===== src/rtl/ram_access_ctrl_if.sv =====
// Core/loader/RAM-side signal bundle for the RAM access controller.
// The controller uses the slave view; the core, loader and RAM use the master view.
interface ram_access_ctrl_if #(
    parameter int ADDR_W = 14
);
    // Instruction fetch (port B)
    logic              if_req;
    logic [31:0]       if_addr;
    logic              if_rvalid;
    logic [31:0]       if_rdata;
    logic              if_err;

    // Load/store unit (port A)
    logic              lsu_req;
    logic              lsu_we;
    logic [1:0]        lsu_size;
    logic              lsu_unsigned;
    logic [31:0]       lsu_addr;
    logic [31:0]       lsu_wdata;
    logic              lsu_ready;
    logic              lsu_rvalid;
    logic [31:0]       lsu_rdata;
    logic              lsu_err;

    // Program loader (port A, priority)
    logic              ldr_req;
    logic [ADDR_W-1:0] ldr_addr;
    logic [31:0]       ldr_wdata;
    logic              ldr_ready;

    // Dual-port RAM
    logic [ADDR_W-1:0] ram_addr_a;
    logic [ADDR_W-1:0] ram_addr_b;
    logic [31:0]       ram_wdata;
    logic              ram_read_a_en;
    logic              ram_read_b_en;
    logic              ram_write_en;
    logic [31:0]       ram_rdata_a;
    logic [31:0]       ram_rdata_b;

    modport slave (
        input  if_req, if_addr,
        output if_rvalid, if_rdata, if_err,
        input  lsu_req, lsu_we, lsu_size, lsu_unsigned, lsu_addr, lsu_wdata,
        output lsu_ready, lsu_rvalid, lsu_rdata, lsu_err,
        input  ldr_req, ldr_addr, ldr_wdata,
        output ldr_ready,
        output ram_addr_a, ram_addr_b, ram_wdata, ram_read_a_en, ram_read_b_en, ram_write_en,
        input  ram_rdata_a, ram_rdata_b
    );

    modport master (
        output if_req, if_addr,
        input  if_rvalid, if_rdata, if_err,
        output lsu_req, lsu_we, lsu_size, lsu_unsigned, lsu_addr, lsu_wdata,
        input  lsu_ready, lsu_rvalid, lsu_rdata, lsu_err,
        output ldr_req, ldr_addr, ldr_wdata,
        input  ldr_ready,
        input  ram_addr_a, ram_addr_b, ram_wdata, ram_read_a_en, ram_read_b_en, ram_write_en,
        output ram_rdata_a, ram_rdata_b
    );
endinterface


===== src/rtl/ram_access_ctrl.sv =====
// Port-A arbiter/FSM (loader over LSU, load extension, sub-word RMW) plus
// port-B fetch path with same-word write-to-fetch forwarding.
module ram_access_ctrl #(
    parameter int ADDR_W = 14
) (
    input logic            clk,
    input logic            rst_n,
    ram_access_ctrl_if.slave bus
);
    typedef enum logic [1:0] {IDLE, LOAD, RMW} state_e;

    state_e            state_q, state_d;
    logic [ADDR_W+1:0] addr_q, addr_d;
    logic [1:0]        size_q, size_d;
    logic              uns_q, uns_d;
    logic [31:0]       wdata_q, wdata_d;
    logic              lsu_rvalid_q, lsu_rvalid_d;
    logic              lsu_err_q, lsu_err_d;
    logic [31:0]       lsu_rdata_q, lsu_rdata_d;
    logic              if_rvalid_q, if_rvalid_d;
    logic              if_err_q, if_err_d;
    logic              fwd_hit_q, fwd_hit_d;
    logic [31:0]       fwd_data_q, fwd_data_d;

    logic              lsu_bad, if_ok, wr_en, rd_a_en;
    logic [ADDR_W-1:0] addr_a;
    logic [31:0]       wdata, merged, load_ext;
    logic [7:0]        byte_v;
    logic [15:0]       half_v;

    assign lsu_bad = (bus.lsu_size == 2'b11)
                   | ((bus.lsu_size == 2'b01) & bus.lsu_addr[0])
                   | ((bus.lsu_size == 2'b10) & (|bus.lsu_addr[1:0]))
                   | (|bus.lsu_addr[31:ADDR_W+2]);

    assign if_ok = bus.if_req & (bus.if_addr[1:0] == 2'b00) & ~(|bus.if_addr[31:ADDR_W+2]);

    // Lane select on the latched byte address; ram_rdata_a is valid in LOAD/RMW.
    always_comb begin
        byte_v   = bus.ram_rdata_a[{addr_q[1:0], 3'b000} +: 8];
        half_v   = bus.ram_rdata_a[{addr_q[1], 4'b0000} +: 16];
        load_ext = bus.ram_rdata_a;
        merged   = bus.ram_rdata_a;
        case (size_q)
            2'b00: begin
                load_ext = {{24{byte_v[7] & ~uns_q}}, byte_v};
                merged[{addr_q[1:0], 3'b000} +: 8] = wdata_q[7:0];
            end
            2'b01: begin
                load_ext = {{16{half_v[15] & ~uns_q}}, half_v};
                merged[{addr_q[1], 4'b0000} +: 16] = wdata_q[15:0];
            end
            default: ;
        endcase
    end

    // NOTE: every combinational output gets a default first so no latch is inferred.
    always_comb begin
        state_d       = state_q;
        addr_d        = addr_q;
        size_d        = size_q;
        uns_d         = uns_q;
        wdata_d       = wdata_q;
        lsu_rvalid_d  = 1'b0;
        lsu_err_d     = 1'b0;
        lsu_rdata_d   = '0;
        wr_en         = 1'b0;
        rd_a_en       = 1'b0;
        addr_a        = addr_q[ADDR_W+1:2];
        wdata         = merged;
        bus.ldr_ready = 1'b0;
        bus.lsu_ready = 1'b0;

        case (state_q)
            IDLE: begin
                if (bus.ldr_req) begin
                    bus.ldr_ready = 1'b1;
                    wr_en         = 1'b1;
                    addr_a        = bus.ldr_addr;
                    wdata         = bus.ldr_wdata;
                end else if (bus.lsu_req) begin
                    bus.lsu_ready = 1'b1;
                    addr_d        = bus.lsu_addr[ADDR_W+1:0];
                    size_d        = bus.lsu_size;
                    uns_d         = bus.lsu_unsigned;
                    wdata_d       = bus.lsu_wdata;
                    addr_a        = bus.lsu_addr[ADDR_W+1:2];
                    wdata         = bus.lsu_wdata;
                    if (lsu_bad) begin
                        lsu_rvalid_d = 1'b1;
                        lsu_err_d    = 1'b1;
                    end else if (!bus.lsu_we) begin
                        rd_a_en = 1'b1;
                        state_d = LOAD;
                    end else if (bus.lsu_size == 2'b10) begin
                        wr_en        = 1'b1;
                        lsu_rvalid_d = 1'b1;
                    end else begin
                        rd_a_en = 1'b1;
                        state_d = RMW;
                    end
                end
            end
            LOAD: begin
                lsu_rvalid_d = 1'b1;
                lsu_rdata_d  = load_ext;
                state_d      = IDLE;
            end
            RMW: begin
                wr_en        = 1'b1;
                lsu_rvalid_d = 1'b1;
                state_d      = IDLE;
            end
            default: state_d = IDLE;
        endcase

        // A port-B read of the word being written returns stale data; substitute the write data.
        if_rvalid_d = bus.if_req;
        if_err_d    = bus.if_req & ~if_ok;
        fwd_hit_d   = if_ok & wr_en & (addr_a == bus.if_addr[ADDR_W+1:2]);
        fwd_data_d  = wdata;
    end

    // NOTE: sequential state uses non-blocking assignments only.
    always_ff @(posedge clk or negedge rst_n) begin
        if (!rst_n) begin
            state_q      <= IDLE;
            addr_q       <= '0;
            size_q       <= '0;
            uns_q        <= 1'b0;
            wdata_q      <= '0;
            lsu_rvalid_q <= 1'b0;
            lsu_err_q    <= 1'b0;
            lsu_rdata_q  <= '0;
            if_rvalid_q  <= 1'b0;
            if_err_q     <= 1'b0;
            fwd_hit_q    <= 1'b0;
            fwd_data_q   <= '0;
        end else begin
            state_q      <= state_d;
            addr_q       <= addr_d;
            size_q       <= size_d;
            uns_q        <= uns_d;
            wdata_q      <= wdata_d;
            lsu_rvalid_q <= lsu_rvalid_d;
            lsu_err_q    <= lsu_err_d;
            lsu_rdata_q  <= lsu_rdata_d;
            if_rvalid_q  <= if_rvalid_d;
            if_err_q     <= if_err_d;
            fwd_hit_q    <= fwd_hit_d;
            fwd_data_q   <= fwd_data_d;
        end
    end

    // Enables are gated by rst_n so a reset mid-RMW cannot leak a partial write.
    assign bus.ram_write_en  = wr_en & rst_n;
    assign bus.ram_read_a_en = rd_a_en & rst_n;
    assign bus.ram_read_b_en = if_ok & rst_n;
    assign bus.ram_addr_a    = addr_a;
    assign bus.ram_addr_b    = bus.if_addr[ADDR_W+1:2];
    assign bus.ram_wdata     = wdata;

    assign bus.lsu_rvalid = lsu_rvalid_q;
    assign bus.lsu_err    = lsu_err_q;
    assign bus.lsu_rdata  = lsu_rdata_q;
    assign bus.if_rvalid  = if_rvalid_q;
    assign bus.if_err     = if_err_q;
    assign bus.if_rdata   = (!if_rvalid_q || if_err_q) ? '0
                          : (fwd_hit_q ? fwd_data_q : bus.ram_rdata_b);
endmodule


===== src/flat_wrapper.sv =====
// flat-port wrapper written by rule: the top's interface ports become plain ports
module ram_access_ctrl_flat 
#(
    parameter int ADDR_W = 14
)
  (clk, rst_n, bus_if_req, bus_if_addr, bus_if_rvalid, bus_if_rdata, bus_if_err, bus_lsu_req, bus_lsu_we, bus_lsu_size, bus_lsu_unsigned, bus_lsu_addr, bus_lsu_wdata, bus_lsu_ready, bus_lsu_rvalid, bus_lsu_rdata, bus_lsu_err, bus_ldr_req, bus_ldr_addr, bus_ldr_wdata, bus_ldr_ready, bus_ram_addr_a, bus_ram_addr_b, bus_ram_wdata, bus_ram_read_a_en, bus_ram_read_b_en, bus_ram_write_en, bus_ram_rdata_a, bus_ram_rdata_b);
  ram_access_ctrl_if #(.ADDR_W(ADDR_W)) bus_i ();
  input logic clk;
  input logic rst_n;
  input wire logic [$bits(bus_i.if_req)-1:0] bus_if_req;
  input wire logic [$bits(bus_i.if_addr)-1:0] bus_if_addr;
  output wire logic [$bits(bus_i.if_rvalid)-1:0] bus_if_rvalid;
  output wire logic [$bits(bus_i.if_rdata)-1:0] bus_if_rdata;
  output wire logic [$bits(bus_i.if_err)-1:0] bus_if_err;
  input wire logic [$bits(bus_i.lsu_req)-1:0] bus_lsu_req;
  input wire logic [$bits(bus_i.lsu_we)-1:0] bus_lsu_we;
  input wire logic [$bits(bus_i.lsu_size)-1:0] bus_lsu_size;
  input wire logic [$bits(bus_i.lsu_unsigned)-1:0] bus_lsu_unsigned;
  input wire logic [$bits(bus_i.lsu_addr)-1:0] bus_lsu_addr;
  input wire logic [$bits(bus_i.lsu_wdata)-1:0] bus_lsu_wdata;
  output wire logic [$bits(bus_i.lsu_ready)-1:0] bus_lsu_ready;
  output wire logic [$bits(bus_i.lsu_rvalid)-1:0] bus_lsu_rvalid;
  output wire logic [$bits(bus_i.lsu_rdata)-1:0] bus_lsu_rdata;
  output wire logic [$bits(bus_i.lsu_err)-1:0] bus_lsu_err;
  input wire logic [$bits(bus_i.ldr_req)-1:0] bus_ldr_req;
  input wire logic [$bits(bus_i.ldr_addr)-1:0] bus_ldr_addr;
  input wire logic [$bits(bus_i.ldr_wdata)-1:0] bus_ldr_wdata;
  output wire logic [$bits(bus_i.ldr_ready)-1:0] bus_ldr_ready;
  output wire logic [$bits(bus_i.ram_addr_a)-1:0] bus_ram_addr_a;
  output wire logic [$bits(bus_i.ram_addr_b)-1:0] bus_ram_addr_b;
  output wire logic [$bits(bus_i.ram_wdata)-1:0] bus_ram_wdata;
  output wire logic [$bits(bus_i.ram_read_a_en)-1:0] bus_ram_read_a_en;
  output wire logic [$bits(bus_i.ram_read_b_en)-1:0] bus_ram_read_b_en;
  output wire logic [$bits(bus_i.ram_write_en)-1:0] bus_ram_write_en;
  input wire logic [$bits(bus_i.ram_rdata_a)-1:0] bus_ram_rdata_a;
  input wire logic [$bits(bus_i.ram_rdata_b)-1:0] bus_ram_rdata_b;
  assign bus_i.if_req = bus_if_req;
  assign bus_i.if_addr = bus_if_addr;
  assign bus_if_rvalid = bus_i.if_rvalid;
  assign bus_if_rdata = bus_i.if_rdata;
  assign bus_if_err = bus_i.if_err;
  assign bus_i.lsu_req = bus_lsu_req;
  assign bus_i.lsu_we = bus_lsu_we;
  assign bus_i.lsu_size = bus_lsu_size;
  assign bus_i.lsu_unsigned = bus_lsu_unsigned;
  assign bus_i.lsu_addr = bus_lsu_addr;
  assign bus_i.lsu_wdata = bus_lsu_wdata;
  assign bus_lsu_ready = bus_i.lsu_ready;
  assign bus_lsu_rvalid = bus_i.lsu_rvalid;
  assign bus_lsu_rdata = bus_i.lsu_rdata;
  assign bus_lsu_err = bus_i.lsu_err;
  assign bus_i.ldr_req = bus_ldr_req;
  assign bus_i.ldr_addr = bus_ldr_addr;
  assign bus_i.ldr_wdata = bus_ldr_wdata;
  assign bus_ldr_ready = bus_i.ldr_ready;
  assign bus_ram_addr_a = bus_i.ram_addr_a;
  assign bus_ram_addr_b = bus_i.ram_addr_b;
  assign bus_ram_wdata = bus_i.ram_wdata;
  assign bus_ram_read_a_en = bus_i.ram_read_a_en;
  assign bus_ram_read_b_en = bus_i.ram_read_b_en;
  assign bus_ram_write_en = bus_i.ram_write_en;
  assign bus_i.ram_rdata_a = bus_ram_rdata_a;
  assign bus_i.ram_rdata_b = bus_ram_rdata_b;
  ram_access_ctrl #(.ADDR_W(ADDR_W)) u_core (.clk(clk), .rst_n(rst_n), .bus(bus_i));
endmodule

===== config.mk =====
export PLATFORM = sky130hd
export DESIGN_NAME = ram_access_ctrl_flat
export DESIGN_NICKNAME = d
export VERILOG_FILES = /design/src/rtl/ram_access_ctrl_if.sv /design/src/rtl/ram_access_ctrl.sv /design/src/flat_wrapper.sv
export SDC_FILE = /design/constraint.sdc
export NUM_CORES = 1
export LEC_CHECK = 0
export ABC_AREA = 1
export CAP_MARGIN = 10
export CORE_AREA = 2 2 136 138
export DETAILED_ROUTE_END_ITERATION = 6
export DIE_AREA = 0 0 138 140
export PLACE_DENSITY = 0.87
export RECOVER_POWER = 25
export SETUP_SLACK_MARGIN = 0.15
export SLEW_MARGIN = 20
export SYNTH_ARGS = -nofsm -noshare
export SYNTH_HDL_FRONTEND = slang
export SYNTH_SLANG_ARGS = --single-unit

===== constraint.sdc =====
create_clock -name clk -period 4.3 [get_ports clk]
set_input_delay 0.86 -clock clk [delete_from_list [all_inputs] [get_ports clk]]
set_output_delay 0.86 -clock clk [all_outputs]
set_load 0.02 [all_outputs]

==> impl_metrics.csv <==
group,metric,value,unit
placement,place.gp.congestion,0.993,
route,vias_per_cell,5.34,
min_path,worstHoldPathCells,2,
grt,grt.overflow.total,0,
clock_tree,cts_buffers,9,
worst_setup_path,reg2reg_depth,5,
worst_setup_path,cp_data_arrival_time,3170,ps
clock_tree,cts_buffer_depth,2,
worst_setup_path,endpoint_kind,"output port",
route,postRouteAntennaNets,0,
synthesis,ys_ff_latch,106,
cells_and_area,final_cell_mix,"clkdlybuf4s50_1, nand2_1, inv_1",
cells_and_area,design_area,10800,sq um
worst_setup_path,worstPathRequired,3440,ps
min_path,holdCritStartpoint,"u_core.addr_q[10]$_DFFE_PN0P_",
cells_and_area,final_util,60.6,%
power,clock_power_share,12.8,%
floorplan,fp.dieArea,19300,sq um
power,internal_power,3.35,mW
synthesis,syn-cell-area,6910,sq um
synthesis,netlist_instances,999,
worst_setup_path,worstSetupPathType,"in2out",
timing,worstMarginPinSlew,1410,ps
timing,finalWorstSetupSlack,274,ps
worst_setup_path,critPathMostFrequentCell,"clkdlybuf4s50_1",
flow_run,maxCapViolCount,0,
worst_setup_path,critPathLaunchType,"input port",
power,powerDensity,594,nW/um^2
synthesis,synth-edff-count,0,
power,p_seq_share,25.5,%
min_path,hold_end,"u_core.addr_q[10]$_DFFE_PN0P_",
grt,grt_antenna_before_repair,1,
synthesis,seq_area_frac_synth,38.4,%
power,ir_worst_vdd,327,uV
cells_and_area,fillCellCount,1626,
synthesis,yosys_warnings,0,
placement,place_hpwl,23900,um
worst_setup_path,cp_top_family,"buffers and inverters",
timing,grt_setup_unrepaired,"true",
clock_tree,clk_pin_slew,80,ps
timing,whs,515,ps
synthesis,synth.area.top_cells,"dfrtp_1, nand2_1, inv_1",
synthesis,yosysUniqueCellTypes,41,
timing,timing.final.crit_period,4030,ps
min_path,hold_path_class,"reg2reg",
placement,place_inst,1534,
synthesis,synth_top_area_share,38.4,%
cells_and_area,num-nets-final,1542,
floorplan,initial_core_util,38.9,%
route,routed_wl,30100,um
route,first_pass_iters,5,
synthesis,synth_ff_type,"dfrtp_1",
power,p_sw,3.05,mW
timing,slew_headroom,6.08,%
timing,finClkSkew,12.1,ps
floorplan,core-area,17800,sq um
route,wl_per_cell,19.4,um
route,drtIter0Drc,796,
grt,grt_max_degree,57,
worst_setup_path,r2r_slack,1680,ps
timing,period_share,93.6,%
floorplan,die_width,138,um
timing,setup_viol,0,
route,post-route-drc-count,0,
placement,pre_cts_ws,259,ps
route,vias,8289,
synthesis,synth_top_cell_by_area,"dfrtp_1",
worst_setup_path,crit_buf_inv,3,
grt,grt_pass1_wl,46500,um
placement,port-buffer-count,347,
timing,finalMaxSlewViolations,0,
clock_tree,cts-root-buf,"clkbuf_16",
power,pwr-share-comb,61.7,%
clock_tree,cts_tree,"done",
cells_and_area,drive_above_1_share,5.06,%
placement,place_area,10500,sq um
power,leakage,4.98,nW
power,p_sw_share,47.7,%
cells_and_area,mostFrequentLayoutCell,"clkdlybuf4s50_1",
floorplan,die_h,140,um
floorplan,rows,49,
worst_setup_path,crit_fanout,16,
grt,grt_pass1_vias,8117,
cells_and_area,instances_no_fill,1553,
power,total_power,6.40,mW
timing,hold_viol_final,0,
clock_tree,cts_hold_buf,0,
worst_setup_path,r2r_end,"u_core.bus.lsu_rdata[31]$_DFF_PN0_",
outcome,status,"completed",
worst_setup_path,max_stage_delay,690,ps
timing,fmaxAchievable,248,MHz
clock_tree,h-tree-depth,3,
timing,final.setup.tns,0,ps
worst_setup_path,slowest_stage,"clkdlybuf4s50_1",
clock_tree,clock_latency,360,ps
synthesis,async_flop_share,100,%
synthesis,syn_area_per_cell,6.91,sq um
cells_and_area,area_growth,55.9,%
grt,grt_usage,30.7,%
worst_setup_path,regToRegStartpoint,"u_core.size_q[0]$_DFFE_PN0P_",
worst_setup_path,path_cells,"clkdlybuf4s50_1 > nand2_2 > nor2_4 > inv_1 > o22ai_1 > a21oi_1 > clkdlybuf4s50_1",
clock_tree,clock_sinks,106,
synthesis,syn-num-nets,1223,
floorplan,ios,348,
## layout make-up
cell class | count | area [sq um] | area share [%]
antenna | 1 | 2.50 | 0.0232
multi-input combinational | 708 | 3430 | 31.9
clock inverter | 7 | 61.3 | 0.569
sequential | 106 | 2650 | 24.6
inverter | 122 | 463 | 4.30
timing repair buffer | 371 | 3650 | 33.9
clock buffer | 9 | 225 | 2.09
tap | 229 | 287 | 2.66
## repair_timing
action	CTS	global route
setup buffers	0	2
setup endpoints to repair	3	4
pin swaps	0	1
resized for setup	1	5
## power by group through the flow
stage / logic (mW) / clock network, mW / registers [mW]
after global placement: 3.85 / 0 / 1.63
final: 3.94 / 0.822 / 1.63
after detailed placement: 3.89 / 0 / 1.64
after global routing: 4.26 / 0.863 / 1.66
after floorplan: 2.11 / 0 / 1.72
after CTS: 3.91 / 0.833 / 1.63
## worst max-delay path by stage
| stage | start | end | slack (ps) | depth (start not counted) |
|---|---|---|---|---|
| after floorplan | u_core.addr_q[1]$_DFFE_PN0P_ | bus_ram_wdata[1] | 1070 | 9 |
| after global placement | bus_lsu_req | bus_ram_wdata[16] | 290 | 7 |
| after detailed placement | bus_lsu_req | bus_ram_wdata[9] | 260 | 8 |
| after CTS | bus_lsu_req | bus_ram_wdata[9] | 260 | 8 |
| after global routing | u_core.state_q[0]$_DFFE_PN0P_ | bus_ram_addr_a[11] | 150 | 8 |
| final | bus_lsu_req | bus_ram_wdata[13] | 270 | 7 |
## tightest hold or removal path, cell delays in order (launching register included)
cell     delay, ps
dfrtp_1        380
nand2_1         60
nand2_1         50
## cells by family after synthesis
| group | Yosys count | synth area share, % |
|---|---|---|
| AOI/OAI and AO/OA | 219 | 19.4 |
| adders and majority gates | 9 | 1.63 |
| buffers and inverters | 185 | 11.9 |
| DFF | 106 | 38.4 |
| and+or+nand+nor | 480 | 28.7 |
## layer usage
metal,vias to the layer above,GRT usage (%),wire (um)
li1,3891,-,-
met1,3807,36.7,11400
met2,500,54.0,14800
met3,91,5.71,2440
met4,0,14.1,1530
met5,-,0,0
## Yosys cell counts (all sizes together), types with 2 or more instances
cell type  number
nor3            4
o21a            2
o31ai           5
buf            45
a31oi           7
a221oi          2
inv           121
o21bai          9
nand3          58
ha              9
nor2           99
a22oi           7
nand2         299
o211ai         10
o21ai          75
a22o            8
nand4          19
o22ai          14
clkbuf         18
dfrtp         106
a21oi          66
o221ai         12
## flip-flops by register name, indices dropped and copies added (netlist names)
register and cells:
u_core.state_q 2, u_core.addr_q 16, u_core.fwd_hit_q 1, u_core.bus.lsu_rvalid 1, u_core.bus.if_rvalid 1, u_core.bus.if_err 1
u_core.uns_q 1, u_core.bus.lsu_err 1, u_core.wdata_q 16, u_core.size_q 2, u_core.bus.lsu_rdata 32, u_core.fwd_data_q 32
No activity file was read; power rests on OpenSTA's default activity.
